## src/rtl/qsn_left_len17.sv

```systemverilog
// Left (inverse) cyclic shifter for 17-element vectors, 2-rank pipelined.
// Define QSN_LEFT_OUTREG_BYPASS_EN to drop rank B (1-cycle latency).
module qsn_left_len17 #(
  parameter int MSG_W = 1,
  parameter int SEL_W = 5
) (
  input  logic               sys_clk,
  input  logic               rstn,
  input  logic               en,
  input  logic               in_valid,
  input  logic [17*MSG_W-1:0] sw_in,
  input  logic [SEL_W-1:0]   sel,
  output logic [17*MSG_W-1:0] sw_out,
  output logic               out_valid,
  output logic               sel_err
);

  localparam int N  = 17;
  localparam int VW = N * MSG_W;

  typedef logic [VW-1:0] vec_t;

  function automatic vec_t rotl(input vec_t v, input int amt);
    vec_t r;
    r = '0;
    for (int i = 0; i < N; i++) begin
      r[i*MSG_W +: MSG_W] = v[((i + amt) % N)*MSG_W +: MSG_W];
    end
    return r;
  endfunction

  logic in_err;
  vec_t s16;
  vec_t s8;
  vec_t a_in;

  assign in_err = (sel > SEL_W'(16));

  // Out-of-range slots carry zeros so the later stages need no extra gating.
  always_comb begin
    s16  = sel[4] ? rotl(sw_in, 16) : sw_in;
    s8   = sel[3] ? rotl(s16, 8) : s16;
    a_in = in_err ? '0 : s8;
  end

  vec_t       a_data;
  logic [2:0] a_sel;
  logic       a_valid;
  logic       a_err;

  always_ff @(posedge sys_clk or negedge rstn) begin
    if (!rstn) begin
      a_data  <= '0;
      a_sel   <= '0;
      a_valid <= 1'b0;
      a_err   <= 1'b0;
    end else if (en) begin
      a_data  <= a_in;
      a_sel   <= sel[2:0];
      a_valid <= in_valid;
      a_err   <= in_valid & in_err;
    end
  end

  vec_t s4;
  vec_t s2;
  vec_t s1;

  always_comb begin
    s4 = a_sel[2] ? rotl(a_data, 4) : a_data;
    s2 = a_sel[1] ? rotl(s4, 2) : s4;
    s1 = a_sel[0] ? rotl(s2, 1) : s2;
  end

`ifdef QSN_LEFT_OUTREG_BYPASS_EN
  assign sw_out    = s1;
  assign out_valid = a_valid;
  assign sel_err   = a_err;
`else
  vec_t b_data;
  logic b_valid;
  logic b_err;

  always_ff @(posedge sys_clk or negedge rstn) begin
    if (!rstn) begin
      b_data  <= '0;
      b_valid <= 1'b0;
      b_err   <= 1'b0;
    end else if (en) begin
      b_data  <= s1;
      b_valid <= a_valid;
      b_err   <= a_err;
    end
  end

  assign sw_out    = b_data;
  assign out_valid = b_valid;
  assign sel_err   = b_err;
`endif

endmodule

```

## config.mk

```make
export PLATFORM = sky130hd
export DESIGN_NAME = qsn_left_len17
export DESIGN_NICKNAME = d
export VERILOG_FILES = /design/src/rtl/qsn_left_len17.sv
export SDC_FILE = /design/constraint.sdc
export NUM_CORES = 1
export LEC_CHECK = 0
export ABC_AREA = 1
export CORE_MARGIN = 1
export CORE_UTILIZATION = 48
export DETAILED_ROUTE_END_ITERATION = 16
export PLACE_DENSITY = 0.74
export SKIP_LAST_GASP = 1
export SLEW_MARGIN = 20
export SYNTH_ARGS = -nofsm -noshare
export SYNTH_HDL_FRONTEND = slang
export SYNTH_SLANG_ARGS = --single-unit
```

## constraint.sdc

```tcl
create_clock -name sys_clk -period 1.63 [get_ports sys_clk]
set_clock_uncertainty 0.2 [all_clocks]
set_input_delay 0.326 -clock sys_clk [delete_from_list [all_inputs] [get_ports sys_clk]]
set_output_delay 0.326 -clock sys_clk [all_outputs]
set_load 0.05 [all_outputs]
```

After elaboration in Yosys (flattened, before gate mapping) --
Cells that the tools add are included.
Cells by class: muxes and demuxes 6, equality and inequality tests 0, order comparisons 1, reductions and logical operators 0, bitwise operators 1, multipliers 0, div/mod/pow operators 0, $add $sub $neg 0, shift operators 0
Operators by type and width (count):
- $mux W17 | 6
- $gt A5 B5 Y1 const B | 1
- $and A1 B1 Y1 | 1
Storage, ports and cells: logic and storage cells 15, RAM bits 0, output and inout port bits 19, bits of input ports 26, memories kept 0, register bits after elaboration 41, latch bits 0, bits in read-only memories 0

Depth between registers and ports, before layout --
Gate-level depths: netlist (run 1).
depth in word-level cells 3, mapped depth 9

Worst setup path before layout (run 1) --
Ideal clock, no wire load.
path kind register -> register, from register a_sel[1], to register b_data[9], in the netlist sw_out[9], clock period less this slack 1.361 ns, library setup time 0.118 ns, setup slack 0.269 ns, arrival time 1.043 ns, stages on the path, launching flop included 9, data required time 1.312 ns, cell sequence dfrtp_1 -> buf_4 -> inv_2 -> buf_4 -> nand3_1 -> nand3_1 -> nand2_1 -> nand2_1 -> nand2_1
On the way: longest elaborated chain between the ends 2
Ends and longest elaborated chain:
- start, declared | line 47 | logic [2:0] a_sel;
- start signal, assigned | line 59 | a_sel <= sel[2:0];
- $mux W17 | line 71 | s2 = a_sel[1] ? rotl(s4, 2) : s4;
- $mux W17 | line 72 | s1 = a_sel[0] ? rotl(s2, 1) : s2;
- end signal, assigned | line 86 | b_data <= '0;
- end signal, assigned | line 90 | b_data <= s1;
- end, declared | line 80 | vec_t b_data;
No other way between the ends. A chain may end at the register's enable or synchronous reset.

Final worst setup path (run 1) --
from input port sel[4], to register a_data[16]
On the way: longest elaborated chain between the ends 3
Ends and longest elaborated chain:
- start, declared | line 12 | input logic [SEL_W-1:0] sel,
- branches (longest 2 deep; another with $gt A5 B5 Y1)
- $mux W17 * | line 43 | a_in = in_err ? '0 : s8;
- end signal, assigned | line 58 | a_data <= a_in;
- end, declared | line 46 | vec_t a_data;
Mark *: on every way between the ends.

==> results of run 1 <==
[kinds of logic after synthesis]
group,after synthesis
AO/OA/AOI/OAI,38
buffers and inverters,41
AND/OR/NAND/NOR,273
flip-flops,41
[cell usage after synthesis (all sizes together)]
library cell,instances,area share
o21ai,32,0.062
clkinv,1,0.0015
inv,16,0.024
clkbuf,4,0.0058
a21oi,5,0.014
buf,20,0.055
nand2,198,0.29
dfrtp,41,0.40
o21a,1,0.0029
nor2,6,0.012
nand3,69,0.13
[final timing paths]
kind	from	endpoint	slack, ns	cells past startpoint
worst max register to register	a_sel[0]	sw_out[0]	0.13	5
max in group asynchronous	rstn	a_data[12]	0.71	3
worst min register to register	a_valid	a_valid	0.27	2
min in group asynchronous	rstn	sw_out[12]	0.33	3
worst min-delay path	a_valid	a_valid	0.27	2
worst max-delay path	sel[4]	a_data[16]	0.12	7
[through the flow]
stage                     instance area (um^2)  cells   TNS, ns
final                                     3420    509         0
after global routing                      3420    509  -0.03881
after CTS                                 3400    509         0
after detailed placement                  3303    501    -3.290
after global placement                    3303    501    -2.721
after floorplan                           2574    393         0
[timing repair]
item	in CTS	in global routing
hold buffers	1	0
gates resized for setup	0	7
hold endpoints to repair	41	0
setup endpoints to repair	0	11
[routing by layer]
metal / part of all wire / vias to the layer above / global-route usage / wire, um
li1: - / 1343 / - / -
met1: 0.47 / 1191 / 0.3345 / 2872
met2: 0.47 / 71 / 0.3934 / 2894
met3: 0.039 / 11 / 0.04418 / 241
met4: 0.021 / 0 / 0.08436 / 129
met5: 0 / - / 0 / 0
[flip-flops by register name, summed over array words and instances (netlist names)]
signal / cells
a_data: 17
a_sel: 3
out_valid: 1
a_valid: 1
a_err: 1
sw_out: 17
sel_err: 1
[tightest hold or removal path: stages, from the launching register on]
cell and delay (ns):
dfrtp_1 0.35, nand2_1 0.05, nand2_1 0.04
[layout make-up]
class,instances,area (um^2)
sequential,41,1026
fill,485,1720
timing repair buffer,63,820.8
tap,70,87.58
clock buffer,7,86.33
inverter,17,66.31
multi-input combinational,311,1333
[power by group through the flow]
stage	registers [mW]	clock network [mW]	logic [mW]
2_1_floorplan	1.53	0	0.488
3_3_place_gp	1.30	0	1.30
3_5_place_dp	1.31	0	1.31
4_1_cts	1.29	0.673	1.32
5_1_grt	1.31	0.713	1.44
6_report	1.29	0.665	1.32
==> reports/qor.yml, run 1 <==
run_status:
  outcome: "completed"
worst_setup_path:
  crit_family: "buffers and inverters"
  worstPathCellList: "clkdlybuf4s50_1, buf_4, nand2_1, o21a_1, o21ai_0, nand2_1, nand2_1"
  slowest_stage: "clkdlybuf4s50_1"
  path_class: "in2reg"
  crit_fanout: 8
  cp.buffers_inverters: 2
  path_common_cell: "nand2_1"
  cp-end-kind: "flip-flop"
  slowest_delay_ns: 0.53
  cp-start-kind: "primary input"
  crit_arrival_ns: 1.55
  cp.required_ns: 1.67
floorplanning:
  io_pins: 45
  dieWidth_um: 75.23
  dieArea_um2: 5659
  die_h_um: 75.23
  initial_core_util: 0.5007
  row_count: 26
  coreArea_um2: 5140
routing:
  drt-initial-drc-count: 243
  drtPass1Iterations: 4
  viasPerCell: 5.139
  antenna_left: 0
  drc_errors: 0
  wl_per_cell_um: 12.06
  vias: 2616
  routed_wl_um: 6138
logic_synthesis:
  syn_nets: 419
  synth_cell_types: 19
  synth_xor_area_frac: 0
  synth_compound_area_frac: 0.07924
  synthMuxAreaShare: 0
  syn-cell-area_um2: 2574
  synth_top_family_by_area: "simple AND/OR/NAND/NOR gates"
  synth-simple-area-share: 0.4356
  yosysWarningCount: 0
  syn_inst: 393
  synth_fa_ha_area_frac: 0
  syn_avg_cell_area_um2: 6.549
  ys_seq_area_frac: 0.3986
  ys_seq_elements: 41
sta:
  rsz0062_at_grt: "yes"
  maxSlewViolCount: 0
  hold_ws_ns: 0.2728
  fin_ws_ns: 0.1180
  finalSetupViolCount: 0
  max_freq_mhz: 661.4
  tightest_slew_ns: 0.4793
  finalCritPeriodShare: 0.9276
  period_minus_slack_ns: 1.512
  finalHoldViolCount: 0
  relSlewSlack: 0.6785
clocking:
  path_clk_slew_ns: 0.08
  htree_levels: 2
  postCtsSetupBuffers: 0
  numClockSinks: 41
  cts_made_buffers: 5
  root_buffer: "clkbuf_8"
  cts.path.max_buffers: 2
  tritoncts: "done"
  clkLatencyLatePin_ns: 0.30
run:
  maxCapViolCount: 0
pwr:
  peakVddDrop_v: 0.0004561
  p_sw_mw: 1.200
  pwr-share-seq: 0.394
  total_power_mw: 3.270
  power.share.clock: 0.203
  powerDensity_nw_per_um2: 956.2
  p_int_mw: 2.070
  swShare: 0.3669
  p_leak_nw: 1.761
  combPwrFrac: 0.403
grt:
  grt_first_pass_wirelength_um: 10530
  antenna_found_initial: 0
  grt_pass1_vias: 2356
  grt.total_usage: 0.2450
  grt_max_degree: 42
  overflow: 0
hold_path:
  hp-class: "reg2reg"
placed_design:
  numPortBuffers: 44
  pre_cts_ws_ns: -0.2369
  finalWeightedCongestion: 0.9212
  post-dp-hpwl_um: 4632
finish:
  final_cell_mix: "nand2_1 (197), nand3_1 (69), dfrtp_1 (41)"
  final_common_cell: "nand2_1"
  n_antenna_cell: 0
  area_growth_pct: 32.86
  finish.utilization: 0.6653
  fin_nets: 465
  drive_gt1_frac: 0.1185
Note: power is estimated with default switching activity, not from simulation.
==> run 2: changes to the inputs <==
- CAP_MARGIN: unset -> 30
==> results of run 2 <==
No change in the layout: final DEF, timing and power equal those of run 1.
==> run 3: changes to the inputs <==
- CORE_UTILIZATION: 48 -> 38
- PLACE_DENSITY: 0.74 -> unset
==> reports/qor.yml, run 3 (synthesis gave the netlist of run 1 again) <==
worst_setup_path:
  worstPathCellList: "clkdlybuf4s50_1, buf_12, nor2_1, a21oi_1, nand2_1, o21ai_0, nand2_1, nand2_1"
  slowest_stage: "clkdlybuf4s50_1"
  cp.buffers_inverters: 2  # unchanged
  crit_arrival_ns: 1.59  # +0.04 ns
  cp-start-kind: "primary input"
  path_common_cell: "nand2_1"
  cp-end-kind: "flip-flop"
  slowest_delay_ns: 0.50  # -0.03 ns
  crit_family: "buffers and inverters"
  crit_fanout: 36  # +28
  cp.required_ns: 1.67  # about the same
  path_class: "in2reg"
floorplanning:
  dieArea_um2: 7106  # +26%
  io_pins: 45  # unchanged
  row_count: 29  # +12%
  initial_core_util: 0.3985  # -0.1022
  coreArea_um2: 6459  # +26%
  dieWidth_um: 84.30  # +12%
  die_h_um: 84.30  # +12%
clocking:
  numClockSinks: 41  # unchanged
  root_buffer: "clkbuf_8"
  tritoncts: "done"
  path_clk_slew_ns: 0.08  # about the same
  postCtsSetupBuffers: 0  # unchanged
  cts_made_buffers: 5  # unchanged
  htree_levels: 2  # unchanged
  clkLatencyLatePin_ns: 0.30  # about the same
  cts.path.max_buffers: 2  # unchanged
routing:
  drc_errors: 10  # +10
  drtPass1Iterations: 10  # +6
  vias: 2545  # -2.7%
  drt-initial-drc-count: 165  # -32%
  routed_wl_um: 6109  # -0.47%
  wl_per_cell_um: 11.84  # -1.8%
  viasPerCell: 4.932  # -4.0%
  antenna_left: 0  # unchanged
finish:
  drive_gt1_frac: 0.1207  # +0.002278
  final_common_cell: "nand2_1"
  final_cells: 516  # +1.4%
  seq_area_um2: 1027  # +0.12%
  fin_nets: 464  # -0.22%
  finish.utilization: 0.5343  # -0.1310
  multi_input_area_um2: 1329  # -0.28%
  n_antenna_cell: 0  # unchanged
  area_growth_pct: 34.08
  n_fill_cell: 686  # +41%
  final_cell_mix: "nand2_1 (197), nand3_1 (69), dfrtp_1 (40)"
hold_path:
  hp-class: "reg2reg"
placed_design:
  numPortBuffers: 44  # unchanged
  placedCellCount: 507  # +1.2%
  post-dp-hpwl_um: 4768  # +3.0%
  finalWeightedCongestion: 0.8702  # -5.5%
grt:
  grt.total_usage: 0.1920  # -0.05298
  grt_pass1_vias: 2395  # +1.7%
  overflow: 0  # unchanged
  antenna_found_initial: 0  # unchanged
  grt_first_pass_wirelength_um: 10930  # +3.8%
  grt_max_degree: 42  # unchanged
sta:
  finalCritPeriodShare: 0.9478  # +0.02018
  finalHoldViolCount: 0  # unchanged
  tightest_slew_ns: 0.3109  # -0.1684 ns
  maxSlewViolCount: 0  # unchanged
  max_freq_mhz: 647.3  # -2.1%
  relSlewSlack: 0.7906  # +0.1121
  period_minus_slack_ns: 1.545  # +0.03289 ns
  finalSetupViolCount: 0  # unchanged
  hold_ws_ns: 0.2769  # +0.004098 ns
  rsz0062_at_grt: "no"
run:
  maxCapViolCount: 0  # unchanged
pwr:
  peakVddDrop_v: 0.0003859  # -15%
  powerDensity_nw_per_um2: 990.2  # +3.6%
  p_leak_nw: 1.765  # +0.22%
  total_power_mw: 3.417  # +4.5%
run_status:
  violations: "DRC"
  outcome: "finished with violations"
-- run 3: path summary, 6_finish.rpt --
path / from / to / slack (ns) / cells past startpoint
min in group asynchronous: rstn / sw_out[4] / 0.33 / 3
hold / removal: a_valid / a_valid / 0.28 / 2
setup / recovery: sel[4] / a_data[2] / 0.09 / 8
setup reg to reg: a_sel[2] / sw_out[0] / 0.13 / 7
max in group asynchronous: rstn / a_sel[2] / 0.70 / 3
hold reg to reg: a_valid / a_valid / 0.28 / 2
-- run 3: repair_timing --
action / in CTS / in global routing
hold buffers: 1 / 0
gates resized for setup: 0 / 3
endpoints found under the setup margin: 0 / 18
endpoints found under the hold margin: 41 / 0
-- run 3: final cells by class --
type	instances	share of cell area
Timing Repair Buffer	62	0.2357
Multi-Input combinational cell	311	0.3851
Clock inverter	3	0.01342
Tap cell	77	0.02792
Inverter	17	0.02030
Sequential cell	41	0.2977
Clock buffer	5	0.01994
-- run 3: power by group --
part	internal [mW]	switching [mW]	leakage (nW)	total [mW]
clock network	0.458	0.362	0.0543	0.821
registers	1.15	0.146	0.524	1.30
logic	0.581	0.718	1.19	1.30
total	2.19	1.23	1.76	3.42
-- run 3: worst min-delay path, cell delays in order, from the launching register on --
cell	delay, ns
dfrtp_1	0.35
nand2_1	0.06
nand2_1	0.05
-- run 3: routing by layer --
layer,vias to the layer above,GRT usage,part of all wire
met4,0,0.06426,0.018
met5,-,0,0
met3,10,0.03343,0.041
li1,1346,-,-
met2,55,0.3167,0.46
met1,1134,0.2561,0.48
-- run 3: through the flow --
step,TNS (ns),setup WS [ns],instance area (um^2)
finish,0,0.08516,3451
global route,0,0.002882,3451
CTS,0,0.02320,3442
detailed placement,-2.774,-0.2189,3317
global placement,-2.787,-0.2065,3317
floorplan,0,0.2689,2574
